$ cat src/rtl/data_mem_ctrl.sv
`default_nettype none
// ============================================================================
// Module   : data_mem_ctrl
// Purpose  : MEM-stage load/store sequencer for a word-organised data memory
//            with a variable-latency ready handshake. Stalls the pipeline via
//            BUSYWAIT, builds store byte lanes and formats load data by FUNC3.
// Revision : 1.0 - initial release
// ============================================================================
module data_mem_ctrl #(
  parameter int ADDR_W = 32
) (
  input  logic              CLK,
  input  logic              RESET,
  input  logic              MEM_READ,
  input  logic              MEM_WRITE,
  input  logic [2:0]        FUNC3,
  input  logic [ADDR_W-1:0] ADDRESS,
  input  logic [31:0]       WRITE_DATA,
  output logic [31:0]       READ_DATA,
  output logic              BUSYWAIT,
  output logic              ACCESS_ERR,
  output logic              DM_READ,
  output logic              DM_WRITE,
  output logic [ADDR_W-3:0] DM_ADDR,
  output logic [31:0]       DM_WDATA,
  output logic [3:0]        DM_BYTE_EN,
  input  logic [31:0]       DM_RDATA,
  input  logic              DM_READY
);

  typedef enum logic [1:0] {
    ST_IDLE  = 2'd0,
    ST_READ  = 2'd1,
    ST_WRITE = 2'd2,
    ST_DONE  = 2'd3
  } state_t;

  localparam logic [2:0] C_F3_B  = 3'b000;
  localparam logic [2:0] C_F3_H  = 3'b001;
  localparam logic [2:0] C_F3_W  = 3'b010;
  localparam logic [2:0] C_F3_BU = 3'b100;
  localparam logic [2:0] C_F3_HU = 3'b101;

  state_t            state_q;
  logic [2:0]        func3_q;
  logic [1:0]        offs_q;
  logic [31:0]       read_data_q;
  logic              access_err_q;
  logic              dm_read_q;
  logic              dm_write_q;
  logic [ADDR_W-3:0] dm_addr_q;
  logic [31:0]       dm_wdata_q;
  logic [3:0]        dm_be_q;

  logic              ld_legal;
  logic              st_legal;
  logic              req_any;
  logic              req_legal;
  logic [3:0]        st_be_d;
  logic [31:0]       st_wdata_d;
  logic [7:0]        ld_byte;
  logic [15:0]       ld_half;
  logic [31:0]       ld_data_d;

  // Legality of the presented request: width code plus natural alignment
  always_comb begin
    ld_legal = 1'b0;
    st_legal = 1'b0;
    case (FUNC3)
      C_F3_B: begin
        ld_legal = 1'b1;
        st_legal = 1'b1;
      end
      C_F3_H: begin
        ld_legal = ~ADDRESS[0];
        st_legal = ~ADDRESS[0];
      end
      C_F3_W: begin
        ld_legal = (ADDRESS[1:0] == 2'b00);
        st_legal = (ADDRESS[1:0] == 2'b00);
      end
      C_F3_BU: ld_legal = 1'b1;
      C_F3_HU: ld_legal = ~ADDRESS[0];
      default: begin
        ld_legal = 1'b0;
        st_legal = 1'b0;
      end
    endcase
  end

  // A read takes priority, so a simultaneous write is judged by load rules
  assign req_any   = MEM_READ | MEM_WRITE;
  assign req_legal = MEM_READ ? ld_legal : (MEM_WRITE & st_legal);

  // Store byte lanes and lane-replicated write data
  always_comb begin
    st_be_d    = 4'b1111;
    st_wdata_d = WRITE_DATA;
    case (FUNC3[1:0])
      2'b00: begin
        st_be_d    = 4'b0001 << ADDRESS[1:0];
        st_wdata_d = {4{WRITE_DATA[7:0]}};
      end
      2'b01: begin
        st_be_d    = ADDRESS[1] ? 4'b1100 : 4'b0011;
        st_wdata_d = {2{WRITE_DATA[15:0]}};
      end
      default: begin
        st_be_d    = 4'b1111;
        st_wdata_d = WRITE_DATA;
      end
    endcase
  end

  // Load lane selection and sign/zero extension, using the width and offset
  // captured at issue so the pipeline inputs need not be trusted later
  always_comb begin
    case (offs_q)
      2'b00:   ld_byte = DM_RDATA[7:0];
      2'b01:   ld_byte = DM_RDATA[15:8];
      2'b10:   ld_byte = DM_RDATA[23:16];
      default: ld_byte = DM_RDATA[31:24];
    endcase
    ld_half = offs_q[1] ? DM_RDATA[31:16] : DM_RDATA[15:0];
    case (func3_q)
      C_F3_B:  ld_data_d = {{24{ld_byte[7]}}, ld_byte};
      C_F3_BU: ld_data_d = {24'd0, ld_byte};
      C_F3_H:  ld_data_d = {{16{ld_half[15]}}, ld_half};
      C_F3_HU: ld_data_d = {16'd0, ld_half};
      default: ld_data_d = DM_RDATA;
    endcase
  end

  // Access sequencer with registered memory-side and result outputs
  always_ff @(posedge CLK) begin
    if (RESET) begin
      state_q      <= ST_IDLE;
      func3_q      <= 3'd0;
      offs_q       <= 2'd0;
      read_data_q  <= 32'd0;
      access_err_q <= 1'b0;
      dm_read_q    <= 1'b0;
      dm_write_q   <= 1'b0;
      dm_addr_q    <= '0;
      dm_wdata_q   <= 32'd0;
      dm_be_q      <= 4'd0;
    end else begin
      access_err_q <= 1'b0;
      case (state_q)
        ST_IDLE: begin
          if (req_any && req_legal) begin
            dm_addr_q <= ADDRESS[ADDR_W-1:2];
            func3_q   <= FUNC3;
            offs_q    <= ADDRESS[1:0];
            if (MEM_READ) begin
              dm_read_q <= 1'b1;
              dm_be_q   <= 4'd0;
              state_q   <= ST_READ;
            end else begin
              dm_write_q <= 1'b1;
              dm_be_q    <= st_be_d;
              dm_wdata_q <= st_wdata_d;
              state_q    <= ST_WRITE;
            end
          end else if (req_any) begin
            // Rejected access: flag it, never touch memory, stay idle
            access_err_q <= 1'b1;
            if (MEM_READ) begin
              read_data_q <= 32'd0;
            end
          end
        end
        ST_READ: begin
          if (DM_READY) begin
            dm_read_q   <= 1'b0;
            read_data_q <= ld_data_d;
            state_q     <= ST_DONE;
          end
        end
        ST_WRITE: begin
          if (DM_READY) begin
            dm_write_q <= 1'b0;
            state_q    <= ST_DONE;
          end
        end
        // The still-held request is consumed here and not re-issued
        ST_DONE: state_q <= ST_IDLE;
        default: state_q <= ST_IDLE;
      endcase
    end
  end

  // Stall from the first request cycle until memory completion
  assign BUSYWAIT = ~RESET & (((state_q == ST_IDLE) & req_any & req_legal) |
                              (state_q == ST_READ) | (state_q == ST_WRITE));

  assign READ_DATA  = read_data_q;
  assign ACCESS_ERR = access_err_q;
  assign DM_READ    = dm_read_q;
  assign DM_WRITE   = dm_write_q;
  assign DM_ADDR    = dm_addr_q;
  assign DM_WDATA   = dm_wdata_q;
  assign DM_BYTE_EN = dm_be_q;

endmodule
`default_nettype wire

$ cat config.mk
export PLATFORM = sky130hd
export DESIGN_NAME = data_mem_ctrl
export DESIGN_NICKNAME = d
export VERILOG_FILES = /design/src/rtl/data_mem_ctrl.sv
export SDC_FILE = /design/constraint.sdc
export NUM_CORES = 1
export LEC_CHECK = 0
export CAP_MARGIN = 20
export CORE_ASPECT_RATIO = 1.75
export CORE_MARGIN = 3
export CORE_UTILIZATION = 49
export CTS_BUF_LIST = sky130_fd_sc_hd__clkbuf_2
export DETAILED_ROUTE_END_ITERATION = 8
export GPL_ROUTABILITY_DRIVEN = 1
export HOLD_SLACK_MARGIN = 0.15
export PLACE_DENSITY = 0.94
export SYNTH_ARGS = -nofsm -noshare
export SYNTH_HDL_FRONTEND = slang
export SYNTH_SLANG_ARGS = --single-unit
$ cat constraint.sdc
create_clock -name CLK -period 3.6 [get_ports CLK]
set_clock_uncertainty 0.1 [all_clocks]
set_input_delay 0.72 -clock CLK [delete_from_list [all_inputs] [get_ports CLK]]
set_output_delay 0.72 -clock CLK [all_outputs]
set_load 0.03 [all_outputs]
==> results of run 1 <==
==> layer usage <==
metal / up-vias / GRT usage, % / share of wire (%)
met5: - / 0 / 0
met4: 0 / 14.0 / 4.7
met3: 52 / 5.79 / 7.5
met2: 273 / 50.4 / 54
met1: 2462 / 27.3 / 34
li1: 2596 / - / -
==> cells in the final DEF, fill, tap and decap left out, types with 3 or more instances in the layout <==
| master | instances |
|---|---|
| nand2b_1 | 6 |
| nor3b_1 | 6 |
| a31oi_1 | 5 |
| clkbuf_2 | 9 |
| a21oi_1 | 102 |
| clkdlybuf4s50_1 | 203 |
| a211oi_1 | 13 |
| o21ai_1 | 8 |
| ha_1 | 3 |
| nor2b_1 | 38 |
| nor2_1 | 34 |
| mux2i_1 | 18 |
| mux2_2 | 5 |
| nand3_1 | 3 |
| o221ai_1 | 5 |
| nand2_1 | 129 |
| nor3_1 | 3 |
| o21ai_0 | 64 |
| buf_4 | 10 |
| dfxtp_1 | 108 |
| a311oi_1 | 9 |
| inv_1 | 8 |
==> power groups by stage <==
| stage | Clock (mW) | Combinational, mW | Sequential (mW) |
|---|---|---|---|
| 2_1_floorplan | 0 | 0.607 | 1.59 |
| 3_3_place_gp | 0 | 1.18 | 1.41 |
| 3_5_place_dp | 0 | 1.24 | 1.41 |
| 4_1_cts | 0.596 | 1.25 | 1.39 |
| 5_1_grt | 0.639 | 1.34 | 1.41 |
| 6_report | 0.585 | 1.25 | 1.39 |
==> worst min-delay path by stage <==
stage / start / cells after the start / to / slack, ns
floorplan: state_q[1] / 2 / state_q[1] / 0.37
global placement: DM_ADDR[6] / 2 / DM_ADDR[6] / 0.34
detailed placement: DM_ADDR[6] / 2 / DM_ADDR[6] / 0.35
CTS: DM_ADDR[6] / 2 / DM_ADDR[6] / 0.37
global route: DM_ADDR[6] / 2 / DM_ADDR[6] / 0.38
finish: DM_WDATA[27] / 2 / DM_WDATA[27] / 0.38
==> cell type report <==
type | count | share of cell area (%)
clock buffer | 9 | 0.619
tap | 127 | 2.18
sequential | 108 | 29.7
inverter | 8 | 0.413
timing repair buffer | 214 | 29.3
clock inverter | 6 | 1.01
antenna | 1 | 0.0344
multi-input combinational | 482 | 36.7
==> state kept, by name (all words and copies together) (netlist names) <==
signal	cells
DM_BYTE_EN	4
func3_q	3
offs_q	2
DM_WRITE	1
ACCESS_ERR	1
DM_ADDR	30
state_q	2
DM_READ	1
READ_DATA	32
DM_WDATA	32
==> critical path, delay by kind of cell <==
kind	cells	cell delay (ns)
AO/OA/AOI/OAI	3	0.60
buffers and inverters	2	0.79
AND/OR/NAND/NOR	1	0.28
==> logic make-up after synthesis <==
logic type / synth area share [%]
flip-flops: 41.5
AND/OR/NAND/NOR: 20.0
AO/OA/AOI/OAI: 25.7
adder cells (fa/ha/maj): 0.721
multiplexers: 4.98
buffers and inverters: 7.14
==> key figures, run 1 <==
Critical path
  • Crit path from: MEM_READ
  • CP endpoint: BUSYWAIT
  • CP max-delay cell: clkdlybuf4s50_1
  • Endpoint type of the worst setup path: output port
  • Crit path kind: input pin to output port
  • Worst r2r src: state_q[1]
  • Cells along the critical path: clkdlybuf4s50_1, nand2b_1, a21oi_2, o211ai_4, a21oi_1, buf_4
  • CP Max Fanout: 9
  • Depth of the worst register-to-register path: 7
  • R2r setup slk: 0.90 ns
  • WP data arrival: between 2 and 2.5 ns
  • Critical Path RT: 2.78 ns
  • Startpoint types: input pin
  • Crit-path max cell delay: 0.59 ns
  • RR Endpoint: READ_DATA[7]

Outcome
  • Outcome: complete, no violations

Yosys
  • Sequential cell area fraction in the yosys report: 41.5%
  • Count leader, synth: nand2_1
  • Post-Syn Area: 0.00520 mm2
  • Syn. warnings: 0
  • Share of the synthesized area in the top cell type: between 40% and 50%
  • Netlist cell types: 51
  • Post-synth ARST share: 0%
  • Post-synth top area cell: dfxtp_1
  • Syn Nets: 758
  • Most used flip-flop cell after synthesis: dfxtp_1
  • Syn Area/Cell: 7.99 um2
  • Cell count after synthesis: 651
  • Commonest cells post-synth: 129 x nand2_1, 108 x dfxtp_1, 102 x a21oi_1
  • Area contributors post-synth: dfxtp_1 42%, a21oi_1 9.8%, nand2_1 9.3%, o21ai_0 6.2%, nor2b_1 4.6%
  • EDFF count, synth: 0
  • Yosys reg bits: 108

Die
  • Initial Util: 50.5%
  • Core area: approximately 0.01 mm2
  • Std-Cell Rows: 49
  • Die width: 83.9 um
  • Die ar.: 0.0119 mm2
  • I/O Pins: approximately 200
  • Die Ht: 142 um

Power
  • Flop pwr share: 43.2%
  • Leakage: 2.50 nW
  • Switching power total: approximately 1.3 mW
  • Cell internal pwr: around 2.0 mW
  • Clock power frac: 18.1%
  • Total power per unit cell area: approximately 440 mW/mm2
  • Total power: 3.23 mW
  • Maximum vdd drop: 0.252 mV
  • Combinational power share: 38.7%
  • Switch share: 38.8%

CTS
  • Setup bufs post-CTS: 0
  • Worst-case clock buffer depth: 2
  • Clock Sinks: 108
  • Post-cts resize count: 0
  • Hold-fix buffers, CTS: 0
  • TritonCTS Buffers: 9
  • Root Buffer: clkbuf_2
  • H-tree depth: 3
  • CTS tree: yes
  • Clk pin slew, worst setup/hold paths: 0.30 ns
  • Clk Latency, worst-skew pair: 0.57 ns

Routing
  • Vias per cell: 5.64
  • DR pass1 iterations: 5
  • Routed len/inst: 17.2 um
  • Antenna-violating nets left: 0
  • Residual DRC: 0
  • Post-Route WL: roughly 16000 um
  • Vias: 5383
  • Initial DRC count: a little under 300

Placed design
  • Post-DP HPWL: 12300 um
  • Placed insts: 939
  • DP Worst Slack: approximately 0.41 ns
  • RePlAce Congestion: 0.929
  • IO buf count: 205
  • Post-DP Area: 0.00716 mm2

STA
  • Worst hold slack: between 0.3 and 0.4 ns
  • Final Max Tran Viols: 0
  • Worst Slack Setup Final: 0.388 ns
  • Final hold viol count: 0
  • Final setup vio count: 0
  • Slew margin rel.: about two fifths
  • Worst slew pin tran: 0.891 ns
  • Final TNS setup: 0 ns
  • RSZ-0062 raised after global routing: false
  • Min Tclk post-route: 3.21 ns
  • Part of the cycle the worst path needs: 89.2%
  • Fmax: 311 MHz

Job
  • Total of max-cap violations: 0

GRT
  • Initial antenna violation count: 1
  • Remaining global-route overflow: 0
  • Largest net degree at the start of global routing: 67
  • Vias in the first global route: ~5400
  • Tot GR Track Use: a little over a quarter
  • First-pass GRT wire length: 26200 um

Cells and area
  • Seq. cell area: 0.00216 mm2
  • Final cell utilization of the core: 70.7%
  • Fill cell count: 826
  • Final #Nets: 930
  • Area grow syn2layout: 39.8%
  • Multi-input gate area: between 0.002 and 0.003 mm2
  • Fin cells: 955
  • Layout cell share with drive strength beyond 1: 5.32%
  • Final Instance Area: 0.00728 mm2

Worst hold path
  • Worst hold-check path type: flop to flop
Note: power is estimated with default switching activity, not from simulation.
==> run 2, diff against run 1 <==
==> constraint.sdc (replaced) <==
create_clock -name CLK -period 3.8 [get_ports CLK]
set_clock_uncertainty 0.1 [all_clocks]
set_input_delay 0.76 -clock CLK [delete_from_list [all_inputs] [get_ports CLK]]
set_output_delay 0.76 -clock CLK [all_outputs]
set_load 0.03 [all_outputs]
==> key figures, run 2 (synthesis results as in run 1) <==
GRT
  • Largest net degree at the start of global routing: 68 (+1.5%)
  • Vias in the first global route: 5333 (-2.1%)
  • Remaining global-route overflow: 0 (unchanged)
  • Tot GR Track Use: 26.6% (-0.11 points)
  • First-pass GRT wire length: 25800 um (-1.5%)
  • Initial antenna violation count: 1 (unchanged)

Power
  • Maximum vdd drop: 0.264 mV (+4.6%)
  • Switching power total: 1.18 mW (-5.9%)
  • Cell internal pwr: 1.87 mW (-5.6%)
  • Leakage: 2.49 nW (-0.58%)
  • Combinational power share: 38.7% (about the same)
  • Total power per unit cell area: 420 mW/mm2 (-5.4%)
  • Total power: 3.05 mW (-5.7%)
  • Clock power frac: 17.9% (-0.2 points)
  • Switch share: 38.7% (-0.064 points)
  • Flop pwr share: 43.4% (+0.2 points)

Critical path
  • Crit path kind: input pin to output port
  • Cells along the critical path: clkdlybuf4s50_1, o31ai_1, a21o_2, o211ai_4, a21oi_1, buf_4
  • Crit-path max cell delay: 0.54 ns (-0.05 ns)
  • CP max-delay cell: clkdlybuf4s50_1
  • Endpoint type of the worst setup path: output port
  • WP data arrival: 2.49 ns (+0.10 ns)
  • Critical Path RT: 2.94 ns (+0.16 ns)
  • CP Max Fanout: 7 (-2)
  • Startpoint types: input pin
  • Delay-heaviest family, CP: compound AO/OA/AOI/OAI gates
  • Bufs and invs on worst path: 2 (unchanged)

Cells and area
  • Layout cell share with drive strength beyond 1: 5.08% (-0.24 points)
  • Fin cells: 954 (-0.10%)
  • Fill cell count: 831 (+0.61%)
  • Most frequent cells in the layout: 203 x clkdlybuf4s50_1, 129 x nand2_1, 108 x dfxtp_1
  • Area grow syn2layout: 39.4%
  • Final #Nets: 928 (-0.22%)
  • Seq. cell area: 0.00216 mm2 (unchanged)
  • Multi-input gate area: 0.00267 mm2 (unchanged)
  • Commonest non-fill, non-tap cell in the layout: clkdlybuf4s50_1

Die
  • Die width: 83.9 um (unchanged)
  • Initial Util: 50.5% (unchanged)
  • Die ar.: 0.0119 mm2 (unchanged)
  • I/O Pins: 206 (unchanged)
  • Die Ht: 142 um (unchanged)
  • Core area: 0.0103 mm2 (unchanged)
  • Std-Cell Rows: 49 (unchanged)

Routing
  • Routed len/inst: 17.3 um (+0.73%)
  • Antenna-violating nets left: 0 (unchanged)
  • DR pass1 iterations: 5 (unchanged)
  • Vias: 5416 (+0.61%)
  • Post-Route WL: 16500 um (+0.62%)
  • Vias per cell: 5.68 (+0.72%)
  • Residual DRC: 0 (unchanged)
  • Initial DRC count: 364 (+24%)

CTS
  • TritonCTS Buffers: 9 (unchanged)
  • Setup bufs post-CTS: 0 (unchanged)
  • Hold-fix buffers, CTS: 0 (unchanged)
  • Root Buffer: clkbuf_2
  • Post-cts resize count: 0 (unchanged)
  • Clk pin slew, worst setup/hold paths: 0.30 ns (about the same)
  • Worst-case clock buffer depth: 2 (unchanged)
  • Clock Sinks: 108 (unchanged)
  • Clk Latency, worst-skew pair: 0.60 ns (+0.03 ns)
  • CTS tree: yes
  • H-tree depth: 3 (unchanged)

STA
  • Final setup vio count: 0 (unchanged)
  • Fmax: 298 MHz
  • Part of the cycle the worst path needs: 88.3%
  • Slew margin rel.: 33.3% (-7.1 points)
  • Final TNS setup: 0 ns (unchanged)
  • Min Tclk post-route: 3.35 ns
  • Worst slew pin tran: 0.996 ns (+0.105 ns)
  • Worst Slack Setup Final: 0.445 ns (+0.0573 ns)
  • RSZ-0062 raised after global routing: false
  • Final Max Tran Viols: 0 (unchanged)
  • Final hold viol count: 0 (unchanged)
  • Worst hold slack: 0.374 ns (-0.00136 ns)

Job
  • Total of max-cap violations: 0 (unchanged)

Placed design
  • DP Worst Slack: 0.271 ns (-0.141 ns)
  • RePlAce Congestion: 0.902 (-2.9%)
  • IO buf count: 205 (unchanged)
  • Placed insts: 937 (-0.21%)
  • Post-DP HPWL: 12400 um (+0.82%)

Worst hold path
  • Worst hold-check path type: flop to flop

Outcome
  • Outcome: complete, no violations
## run 2: changes by cell type in the layout (fill, tap and decap cells not counted), sizes merged
cell and change:
buf -2, inv -1, clkinv +2
## run 2: final timing paths
| kind | from | endpoint | slack (ns) | cells past startpoint |
|---|---|---|---|---|
| worst max register to register | state_q[1] | READ_DATA[7] | 1.17 | 7 |
| worst min register to register | DM_ADDR[9] | DM_ADDR[9] | 0.37 | 2 |
| worst max-delay path | FUNC3[0] | BUSYWAIT | 0.45 | 6 |
| worst min-delay path | DM_ADDR[9] | DM_ADDR[9] | 0.37 | 2 |
## run 2: metal layers
layer,GRT usage (%),vias up,share of wire (%)
li1,-,2590,-
met1,26.0,2489,34
met2,49.8,272,53
met3,5.97,65,6.9
met4,17.2,0,5.8
met5,0,-,0
## run 2: through the flow
stage / utilization [%] / instance area, um2
after global placement: 69.3 / 7130
after CTS: 70.4 / 7250
after detailed placement: 69.3 / 7130
final: 70.4 / 7260
after global routing: 70.4 / 7260
after floorplan: - / 5200
## run 2: cell type report
| type | count | area share [%] |
|---|---|---|
| antenna | 1 | 0.0345 |
| clock buffer | 9 | 0.621 |
| clock inverter | 7 | 1.03 |
| inverter | 8 | 0.414 |
| multi-input combinational | 482 | 36.8 |
| sequential | 108 | 29.8 |
| tap | 127 | 2.19 |
| timing repair buffer | 212 | 29.1 |
## run 2: worst min-delay path, cell delays in order, from the launching register on
cell     delay (ns)
dfxtp_1        0.38
nand2_1        0.05
a21oi_1        0.05
## run 2: power by group through the flow
stage	combinational, mW	sequential [mW]	clock [mW]
final	1.18	1.32	0.545
after global routing	1.26	1.34	0.594
after CTS	1.17	1.32	0.557
after detailed placement	1.17	1.34	0
after global placement	1.13	1.34	0
after floorplan	0.575	1.51	0
==> run 3, diff against run 2 <==
==> constraint.sdc (replaced) <==
create_clock -name CLK -period 3.8 [get_ports CLK]
set_clock_uncertainty 0.1 [all_clocks]
set_input_delay 0.95 -clock CLK [delete_from_list [all_inputs] [get_ports CLK]]
set_output_delay 0.95 -clock CLK [all_outputs]
set_load 0.03 [all_outputs]
==> key figures, run 3 (synthesis results as in run 1) <==
STA
  • Min Tclk post-route: 3.64 ns (+0.282 ns)
  • Worst Slack Setup Final: 0.163 ns (-0.282 ns)
  • Final hold viol count: 0 (unchanged)
  • Worst hold slack: 0.375 ns (+0.000966 ns)
  • Part of the cycle the worst path needs: 95.7% (+7.4 points)
  • Slew margin rel.: 41.0% (+7.6 points)
  • Worst slew pin tran: 0.884 ns (-0.112 ns)
  • Final Max Tran Viols: 0 (unchanged)
  • Final setup vio count: 0 (unchanged)
  • RSZ-0062 raised after global routing: false
  • Fmax: 275 MHz (-7.8%)
  • Final TNS setup: 0 ns (unchanged)

Critical path
  • Endpoint type of the worst setup path: output port
  • Critical Path Stages: 6 (unchanged)
  • Depth of the worst register-to-register path: 8 (+1)
  • RR Endpoint: READ_DATA[25]
  • Delay-heaviest family, CP: buffers and inverters
  • CP Max Fanout: 9 (+2)
  • WP data arrival: 2.59 ns (+0.10 ns)
  • Critical Path RT: 2.75 ns (-0.19 ns)
  • Cells along the critical path: clkdlybuf4s50_1, nand2b_1, a21oi_2, o211ai_4, a21oi_1, buf_4
  • CP max-delay cell: clkdlybuf4s50_1
  • Bufs and invs on worst path: 2 (unchanged)
  • Startpoint types: input pin
  • Crit-path max cell delay: 0.59 ns (+0.05 ns)
  • R2r setup slk: 1.26 ns (+0.09 ns)
  • Crit path kind: input pin to output port
  • Worst r2r src: state_q[1]
  • CP endpoint: BUSYWAIT
  • Crit path from: MEM_READ

Routing
  • Vias: 5476 (+1.1%)
  • Vias per cell: 5.72 (+0.69%)
  • Residual DRC: 0 (unchanged)
  • Post-Route WL: 16400 um (-1.1%)
  • Initial DRC count: 301 (-17%)
  • Routed len/inst: 17.1 um (-1.6%)
  • DR pass1 iterations: 5 (unchanged)
  • Antenna-violating nets left: 0 (unchanged)

CTS
  • Hold-fix buffers, CTS: 0 (unchanged)
  • Root Buffer: clkbuf_2
  • H-tree depth: 3 (unchanged)
  • Clock Sinks: 108 (unchanged)
  • Clk pin slew, worst setup/hold paths: 0.32 ns (+0.02 ns)
  • CTS tree: yes
  • Setup bufs post-CTS: 0 (unchanged)
  • Post-cts resize count: 0 (unchanged)
  • TritonCTS Buffers: 9 (unchanged)
  • Clk Latency, worst-skew pair: 0.58 ns (-0.02 ns)
  • Worst-case clock buffer depth: 2 (unchanged)

GRT
  • Initial antenna violation count: 1 (unchanged)
  • Vias in the first global route: 5552 (+4.1%)
  • Remaining global-route overflow: 0 (unchanged)
  • Largest net degree at the start of global routing: 74 (+8.8%)
  • First-pass GRT wire length: 26200 um (+1.8%)
  • Tot GR Track Use: 27.0% (+0.34 points)

Die
  • Std-Cell Rows: 49 (unchanged)
  • Die Ht: 142 um (unchanged)
  • Die width: 83.9 um (unchanged)
  • Die ar.: 0.0119 mm2 (unchanged)
  • Initial Util: 50.5% (unchanged)
  • I/O Pins: 206 (unchanged)
  • Core area: 0.0103 mm2 (unchanged)

Power
  • Total power per unit cell area: 423 mW/mm2 (+0.74%)
  • Combinational power share: 38.5% (-0.2 points)
  • Cell internal pwr: 1.89 mW (+1.0%)
  • Switching power total: 1.20 mW (+1.7%)
  • Leakage: 2.51 nW (+1.0%)
  • Clock power frac: 18.5% (+0.6 points)
  • Flop pwr share: 42.9% (-0.5 points)
  • Switch share: 38.9% (+0.15 points)
  • Maximum vdd drop: 0.250 mV (-5.2%)

Cells and area
  • Commonest non-fill, non-tap cell in the layout: clkdlybuf4s50_1
  • Final #Nets: 932 (+0.43%)
  • Fin cells: 958 (+0.42%)
  • Area grow syn2layout: 40.2%
  • Layout cell share with drive strength beyond 1: 5.66% (+0.58 points)
  • Most frequent cells in the layout: 203 x clkdlybuf4s50_1, 129 x nand2_1, 108 x dfxtp_1
  • Final Instance Area: 0.00730 mm2 (+0.55%)
  • Fill cell count: 792 (-4.7%)

Placed design
  • DP Worst Slack: 0.199 ns (-0.0725 ns)
  • Placed insts: 941 (+0.43%)
  • RePlAce Congestion: 0.947 (+5.1%)
  • Post-DP HPWL: 12400 um (-0.44%)
  • IO buf count: 205 (unchanged)
  • Post-DP Area: 0.00716 mm2 (+0.42%)

Worst hold path
  • Worst hold-check path type: flop to flop

Job
  • Total of max-cap violations: 0 (unchanged)

Outcome
  • Outcome: complete, no violations
-- run 3: cell count changes in the layout (fill, tap and decap cells not counted), sizes merged --
| cell | previous run | this run |
|---|---|---|
| buf | 9 | 13 |
| clkinv | 3 | 2 |
| inv | 9 | 10 |
-- run 3: layer usage --
layer / up-vias / wire, um / GRT usage, %
li1: 2606 / - / -
met1: 2527 / 5690 / 26.9
met2: 280 / 8770 / 50.9
met3: 63 / 1120 / 6.72
met4: 0 / 775 / 14.2
met5: - / 0 / 0
-- run 3: per-stage QoR --
stage               utilization (%)  power [mW]
detailed placement             69.5        2.52
floorplan                         -        2.08
CTS                            70.8        3.09
finish                         70.8        3.08
global placement               69.5        2.47
global route                   70.8        3.24
-- run 3: worst min-delay path, delay by kind of cell (launching register included) --
kind               cells  cell delay, ns
AOI/OAI and AO/OA      1            0.05
DFF                    1            0.38
and+or+nand+nor        1            0.05
-- run 3: worst min path at each step --
| stage | startpoint | endpoint | slack, ns | cells past startpoint |
|---|---|---|---|---|
| 6_report | DM_WDATA[29] | DM_WDATA[29] | 0.37 | 2 |
| 5_1_grt | DM_WDATA[30] | DM_WDATA[30] | 0.39 | 2 |
| 3_3_place_gp | DM_WDATA[24] | DM_WDATA[24] | 0.34 | 2 |
| 4_1_cts | DM_WDATA[30] | DM_WDATA[30] | 0.37 | 2 |
| 3_5_place_dp | DM_WDATA[30] | DM_WDATA[30] | 0.35 | 2 |
| 2_1_floorplan | state_q[1] | state_q[1] | 0.37 | 2 |
-- run 3: area by class of cell --
cell class | count | area, um2 | share of cell area (%)
multi-input combinational | 482 | 2670 | 36.6
sequential | 108 | 2160 | 29.6
timing repair buffer | 216 | 2140 | 29.4
tap | 127 | 159 | 2.18
clock inverter | 7 | 85.1 | 1.17
clock buffer | 9 | 45.0 | 0.617
inverter | 8 | 30.0 | 0.412
antenna | 1 | 2.50 | 0.0343
-- run 3: power by group through the flow --
stage / combinational [mW] / clock, mW / sequential [mW]
final: 1.19 / 0.572 / 1.32
after global placement: 1.14 / 0 / 1.33
after detailed placement: 1.17 / 0 / 1.34
after CTS: 1.18 / 0.581 / 1.32
after global routing: 1.28 / 0.621 / 1.34
after floorplan: 0.575 / 0 / 1.51
